## src/rtl/wb_writeback_pkg.sv

```systemverilog
// Shared types and constants for the writeback stage: register/data types,
// load funct3 encodings and the pending-load queue entry.
package wb_writeback_pkg;

    localparam int unsigned XLEN = 32;

    typedef logic [XLEN-1:0] data_t;
    typedef logic [4:0]      r_t;

    localparam r_t    ZERO = '0;
    localparam data_t NULL = '0;

    localparam logic [2:0] LB  = 3'b000;
    localparam logic [2:0] LH  = 3'b001;
    localparam logic [2:0] LW  = 3'b010;
    localparam logic [2:0] LBU = 3'b100;
    localparam logic [2:0] LHU = 3'b101;

    typedef struct packed {
        r_t         rd;
        logic       wren;
        logic [2:0] funct3;
        logic [1:0] addr_lo;
    } ld_entry_t;

endpackage

```

## src/rtl/wb_writeback_load_align.sv

```systemverilog
// Load data alignment: selects the byte/half addressed by addr_lo from an
// aligned word and sign/zero-extends it according to funct3.
module wb_load_align
    import wb_writeback_pkg::*;
(
    input  data_t      word_i,
    input  logic [1:0] addr_lo_i,
    input  logic [2:0] funct3_i,
    output data_t      data_o
);

    logic [7:0]  byte_sel;
    logic [15:0] half_sel;

    always_comb begin
        case (addr_lo_i)
            2'd0:    byte_sel = word_i[7:0];
            2'd1:    byte_sel = word_i[15:8];
            2'd2:    byte_sel = word_i[23:16];
            default: byte_sel = word_i[31:24];
        endcase
        // Misaligned halves use addr_lo[1] only; words ignore the offset.
        half_sel = addr_lo_i[1] ? word_i[31:16] : word_i[15:0];

        case (funct3_i)
            LB:      data_o = {{24{byte_sel[7]}}, byte_sel};
            LH:      data_o = {{16{half_sel[15]}}, half_sel};
            LBU:     data_o = {24'd0, byte_sel};
            LHU:     data_o = {16'd0, half_sel};
            default: data_o = word_i;
        endcase
    end

endmodule

```

## src/rtl/wb_writeback.sv

```systemverilog
// Writeback stage: merges ALU results and in-order load responses onto the
// register-file write port and tracks pending load destinations for decode.
// Optional performance counters are built when WB_PERF_CNT_EN is defined.
module wb_writeback
    import wb_writeback_pkg::*;
#(
    parameter int unsigned LDQ_DEPTH = 4
) (
    input  logic        clk,
    input  logic        rst_n,
    input  logic        mem_valid,
    output logic        mem_ready,
    input  logic        mem_rd_wren,
    input  r_t          mem_rd_addr,
    input  logic        mem_is_load,
    input  logic [2:0]  mem_funct3,
    input  logic [1:0]  mem_addr_lo,
    input  data_t       mem_alu_data,
    input  logic        ld_rsp_valid,
    input  data_t       ld_rsp_data,
    input  r_t          rs1_addr,
    input  r_t          rs2_addr,
    output logic        rs1_busy,
    output logic        rs2_busy,
    output logic        rd_wren,
    output r_t          rd_addr,
    output data_t       rd_data,
    output logic        wb_err,
    output logic [31:0] wb_retire_cnt,
    output logic [31:0] wb_stall_cnt
);

    localparam int unsigned PW = $clog2(LDQ_DEPTH);
    typedef logic [PW-1:0] ptr_t;
    typedef logic [PW:0]   cnt_t;

    ld_entry_t              ent_q [LDQ_DEPTH];
    logic [LDQ_DEPTH-1:0]   vld_q, vld_d;
    ptr_t                   head_q, tail_q;
    cnt_t                   cnt_q, cnt_d;

    logic  skid_vld_q, skid_vld_d, skid_wren_q, skid_wren_d;
    r_t    skid_rd_q, skid_rd_d;
    data_t skid_data_q, skid_data_d;

    logic  rd_wren_q, rd_wren_d, err_q;
    r_t    rd_addr_q, rd_addr_d;
    data_t rd_data_q, rd_data_d;

    logic      waw_busy, q_full, q_empty, acc, push, pop, alu_acc;
    ld_entry_t head_ent;
    data_t     ld_data;

    always_comb begin
        rs1_busy = 1'b0;
        rs2_busy = 1'b0;
        waw_busy = 1'b0;
        for (int unsigned i = 0; i < LDQ_DEPTH; i++) begin
            if (vld_q[i] && ent_q[i].wren) begin
                if (ent_q[i].rd == rs1_addr    && rs1_addr    != ZERO) rs1_busy = 1'b1;
                if (ent_q[i].rd == rs2_addr    && rs2_addr    != ZERO) rs2_busy = 1'b1;
                if (ent_q[i].rd == mem_rd_addr && mem_rd_addr != ZERO) waw_busy = 1'b1;
            end
        end
    end

    assign q_full    = (cnt_q == cnt_t'(LDQ_DEPTH));
    assign q_empty   = (cnt_q == '0);
    assign mem_ready = !q_full && !skid_vld_q && !(!mem_is_load && mem_rd_wren && waw_busy);
    assign acc       = mem_valid && mem_ready;
    assign push      = acc && mem_is_load;
    assign alu_acc   = acc && !mem_is_load;
    assign pop       = ld_rsp_valid && !q_empty;
    assign head_ent  = ent_q[head_q];

    wb_load_align u_align (
        .word_i    (ld_rsp_data),
        .addr_lo_i (head_ent.addr_lo),
        .funct3_i  (head_ent.funct3),
        .data_o    (ld_data)
    );

    always_comb begin
        vld_d = vld_q;
        if (pop)  vld_d[head_q] = 1'b0;
        if (push) vld_d[tail_q] = 1'b1;
        cnt_d = cnt_q + cnt_t'(push) - cnt_t'(pop);
    end

    // Load responses own the port whenever valid; an ALU result arriving
    // alongside parks in the skid and retires once the port is free.
    always_comb begin
        rd_wren_d   = 1'b0;
        rd_addr_d   = rd_addr_q;
        rd_data_d   = rd_data_q;
        skid_vld_d  = skid_vld_q;
        skid_wren_d = skid_wren_q;
        skid_rd_d   = skid_rd_q;
        skid_data_d = skid_data_q;
        if (ld_rsp_valid) begin
            if (pop) begin
                rd_wren_d = head_ent.wren && (head_ent.rd != ZERO);
                rd_addr_d = head_ent.rd;
                rd_data_d = ld_data;
            end
            if (alu_acc) begin
                skid_vld_d  = 1'b1;
                skid_wren_d = mem_rd_wren;
                skid_rd_d   = mem_rd_addr;
                skid_data_d = mem_alu_data;
            end
        end else if (skid_vld_q) begin
            rd_wren_d  = skid_wren_q && (skid_rd_q != ZERO);
            rd_addr_d  = skid_rd_q;
            rd_data_d  = skid_data_q;
            skid_vld_d = 1'b0;
        end else if (alu_acc) begin
            rd_wren_d = mem_rd_wren && (mem_rd_addr != ZERO);
            rd_addr_d = mem_rd_addr;
            rd_data_d = mem_alu_data;
        end
    end

    always_ff @(posedge clk or negedge rst_n) begin
        if (!rst_n) begin
            vld_q       <= '0;
            head_q      <= '0;
            tail_q      <= '0;
            cnt_q       <= '0;
            skid_vld_q  <= 1'b0;
            skid_wren_q <= 1'b0;
            skid_rd_q   <= ZERO;
            skid_data_q <= NULL;
            rd_wren_q   <= 1'b0;
            rd_addr_q   <= ZERO;
            rd_data_q   <= NULL;
            err_q       <= 1'b0;
        end else begin
            vld_q       <= vld_d;
            cnt_q       <= cnt_d;
            if (pop)  head_q <= head_q + ptr_t'(1);
            if (push) tail_q <= tail_q + ptr_t'(1);
            skid_vld_q  <= skid_vld_d;
            skid_wren_q <= skid_wren_d;
            skid_rd_q   <= skid_rd_d;
            skid_data_q <= skid_data_d;
            rd_wren_q   <= rd_wren_d;
            rd_addr_q   <= rd_addr_d;
            rd_data_q   <= rd_data_d;
            if (ld_rsp_valid && q_empty) err_q <= 1'b1;
        end
    end

    always_ff @(posedge clk) begin
        if (push) ent_q[tail_q] <= '{rd: mem_rd_addr, wren: mem_rd_wren,
                                     funct3: mem_funct3, addr_lo: mem_addr_lo};
    end

    assign rd_wren = rd_wren_q;
    assign rd_addr = rd_addr_q;
    assign rd_data = rd_data_q;
    assign wb_err  = err_q;

`ifdef WB_PERF_CNT_EN
    logic [31:0] retire_cnt_q, stall_cnt_q;

    always_ff @(posedge clk or negedge rst_n) begin
        if (!rst_n) begin
            retire_cnt_q <= '0;
            stall_cnt_q  <= '0;
        end else begin
            if (rd_wren_q)               retire_cnt_q <= retire_cnt_q + 32'd1;
            if (mem_valid && !mem_ready) stall_cnt_q  <= stall_cnt_q + 32'd1;
        end
    end

    assign wb_retire_cnt = retire_cnt_q;
    assign wb_stall_cnt  = stall_cnt_q;
`else
    assign wb_retire_cnt = '0;
    assign wb_stall_cnt  = '0;
`endif

endmodule
```

## config.mk

```make
export PLATFORM = sky130hd
export DESIGN_NAME = wb_writeback
export DESIGN_NICKNAME = d
export VERILOG_FILES = /design/src/rtl/wb_writeback_pkg.sv /design/src/rtl/wb_writeback_load_align.sv /design/src/rtl/wb_writeback.sv
export SDC_FILE = /design/constraint.sdc
export NUM_CORES = 1
export LEC_CHECK = 0
export ABC_CLOCK_PERIOD_IN_PS = 4400
export BUFFER_PORTS_ARGS = -buffer_cell sky130_fd_sc_hd__buf_2
export CORE_MARGIN = 8
export CORE_UTILIZATION = 53
export CTS_BUF_LIST = sky130_fd_sc_hd__clkbuf_8
export DETAILED_ROUTE_END_ITERATION = 10
export PLACE_DENSITY_LB_ADDON = 0.05
export SYNTH_ARGS = -nofsm -noshare
export SYNTH_HDL_FRONTEND = slang
export SYNTH_SLANG_ARGS = --single-unit
```

## constraint.sdc

```tcl
create_clock -name clk -period 4.4 [get_ports clk]
set_input_delay 0.66 -clock clk [delete_from_list [all_inputs] [get_ports clk]]
set_output_delay 0.66 -clock clk [all_outputs]
set_load 0.01 [all_outputs]
```

==> run metrics <==
syn avg cell area=11.0 um^2; vias in the first global route=6649; global router's overall resource usage=23.2%; die area=19900 um^2; die width=141 um; Comb power frac=43.1%; Sw Pwr=2240 uW; Syn Inst Count=754; share of power burned in registers=38.0%; Clock Latency Late Sink=0.47 ns; maximum clock path buffer count=2; Core Footprint=15200 um^2; Non-Filler Instances=1057; H-tree Lvls=4; Async S/R FF share, synth=66.9%; R2R cell count=9; total global routing overflow=0; ANT nets after route=0; Seq/Total Area, Yosys=42.9%; antenna violations before repair=0; Post CTS Setup Buffer Count=0; Avg Vias per Cell=5.91; CP max FO=33; Distinct cells, synth=58; Die Ht=141 um; largest net degree at the start of global routing=61; crit path capture type=flop; Worst Path Class, Setup=reg2reg; Critical Path AT=3.82 ns; gpl congestion=0.930; Met1 Routed Length=9.37 mm; Post-CTS Hold Fix Bufs=0; Root Driver=clkbuf_8; CTS buffer count=17; final slew viol count=0; R2R Setup Slk=0.92 ns; clock sinks=133; number of gates resized after cts=0; predominant post-synthesis flop cell=dfrtp_1; Hold WC Path Type=in2async; Slew Limit Headroom=47.2%; Pleak=0.00386 uW; max cap viols=0; starting density of the core=54.4%; most frequent cells in the layout=130 x buf_2, 88 x dfrtp_1, 64 x conb_1; DP Cell Count=1025; Slew @ Worst Pin=0.792 ns; DP Wirelength=16.8 mm; first-pass GRT wire length=36.0 mm; Vias=6249; Reg clk slew, reported paths=0.08 ns; Critical R2R Capture=rd_data[15]; EDFF count, synth=44; DRC=0; pwr dens=604 nW/um^2; Peak VDD IR=348 uV; post-route clock period utilization=79.0%; Startpoint Class=flop; clock power share=18.9%; Layout Skew=0.0176 ns; WL per Instance=21.8 um; Site Rows=45; Net Sw Frac=40.8%; final worst path period need=3.48 ns; Pwr Total=5500 uW; data required time at the worst endpoint=4.74 ns; I/O Buffers=131; internal power=3250 uW; met3 WL=1.62 mm; Max Used Layer=met4; Met2 Routed Length=11.5 mm; most common cell after layout, fill and taps aside=buf_2; #FFs+latches synth=133; worst r2r src=cnt_q[1]; Starting DRT DRC Count=558; CTS tree=built; yosys warns=0; Final Hold Fails=0; Ports=196; outcome=finished, final reports clean; max frequency=288 MHz; final setup vio count=0; post-synthesis cell area=8270 um^2; NumNets Final=957; First-pass DRT Iterations=5; layout cells sized above 1=28.4%; Area Growth Syn to Fin=9.99%; setup_tns=0 ns; RSZ-0062 raised after global routing=false; ANT cells=0; drt total wl=23.0 mm
[registers in the layout (all words and copies together), names as in the netlist]
register	count
ent_q	44
rd_data	32
skid_data_q	32
rd_addr	5
skid_rd_q	5
vld_q	4
cnt_q	3
head_q	2
tail_q	2
rd_wren	1
skid_vld_q	1
skid_wren_q	1
wb_err	1
[Yosys cell counts (2+ instances only)]
master	number	area, um^2
a2111oi_0	2	17.5
a211oi_1	17	128
a21o_1	6	45.0
a21oi_1	51	255
a221o_1	21	210
a22oi_1	2	15.0
and2_1	5	31.3
and3_1	2	12.5
buf_1	2	7.51
buf_2	10	50.1
buf_4	69	518
buf_6	5	56.3
clkbuf_1	33	124
dfrtp_1	89	2230
edfxtp_1	44	1320
ha_1	10	125
inv_1	12	45.0
mux2_2	27	304
mux2_4	22	330
mux2i_1	49	490
mux4_2	11	248
nand2_1	43	161
nand3_1	14	70.1
nand4_1	12	75.1
nor2_1	31	116
nor2_4	2	22.5
nor3_1	23	115
nor3_2	2	20.0
nor4_1	2	12.5
o2111ai_1	8	70.1
o21a_1	2	15.0
o21ai_0	26	130
o221ai_1	7	61.3
o41ai_1	5	43.8
or4_1	3	22.5
xnor2_1	52	455
xor2_1	12	105
[cell type report]
| cell class | count | area (um^2) |
|---|---|---|
| fill | 1282 | 6110 |
| clock inverter | 15 | 156 |
| timing repair buffer | 139 | 718 |
| multi-input combinational | 552 | 4150 |
| tap | 188 | 235 |
| sequential | 133 | 3550 |
| inverter | 13 | 48.8 |
| clock buffer | 17 | 234 |
[stage by stage]
stage / setup WS [ns] / area (um^2) / hold slack [ns] / util, %
after floorplan: 1.59 / 8510 / 0.364 / -
after global placement: 1.03 / 8700 / 0.464 / 57.3
after detailed placement: 0.989 / 8700 / 0.477 / 57.3
after CTS: 0.955 / 9090 / 0.294 / 59.8
after global routing: 0.639 / 9090 / 0.321 / 59.8
final: 0.924 / 9090 / 0.275 / 59.8
[power groups by stage]
stage | sequential [uW] | combinational, uW | clock, uW
floorplan | 2050 | 1750 | 0
global placement | 2100 | 2290 | 0
detailed placement | 2110 | 2360 | 0
CTS | 2090 | 2370 | 1060
global route | 2150 | 2580 | 1100
finish | 2090 | 2370 | 1040
[kinds of logic after synthesis]
logic type | share of synthesized area, %
XOR/XNOR | 6.78
other | 0.0453
multiplexers | 16.6
adder cells (fa/ha/maj) | 1.76
buffers and inverters | 9.73
AND/OR/NAND/NOR | 9.03
flip-flops | 42.9
AO/OA/AOI/OAI | 13.1
[layer usage]
layer	up-vias	track usage, %
met2	283	40.1
li1	2850	-
met3	43	5.57
met1	3073	27.0
met4	0	9.73
met5	-	0
[worst max path at each step]
stage / from / endpoint
floorplan: mem_rd_addr[0] / rd_data[11]
global placement: mem_rd_addr[0] / rd_data[6]
detailed placement: mem_rd_addr[3] / skid_data_q[6]
CTS: cnt_q[1] / rd_data[15]
global route: cnt_q[1] / rd_data[15]
finish: cnt_q[1] / rd_data[15]
[worst max-delay path: stages (launching register included)]
cell and delay [ns]:
dfrtp_1 0.45, or3_1 0.14, buf_4 0.31, nand2_1 0.23, inv_1 0.42, nor2_1 0.10
and2_1 0.19, a21bo_2 0.45, nor2_4 0.64, mux2_2 0.41
No activity file was read; power rests on OpenSTA's default activity.
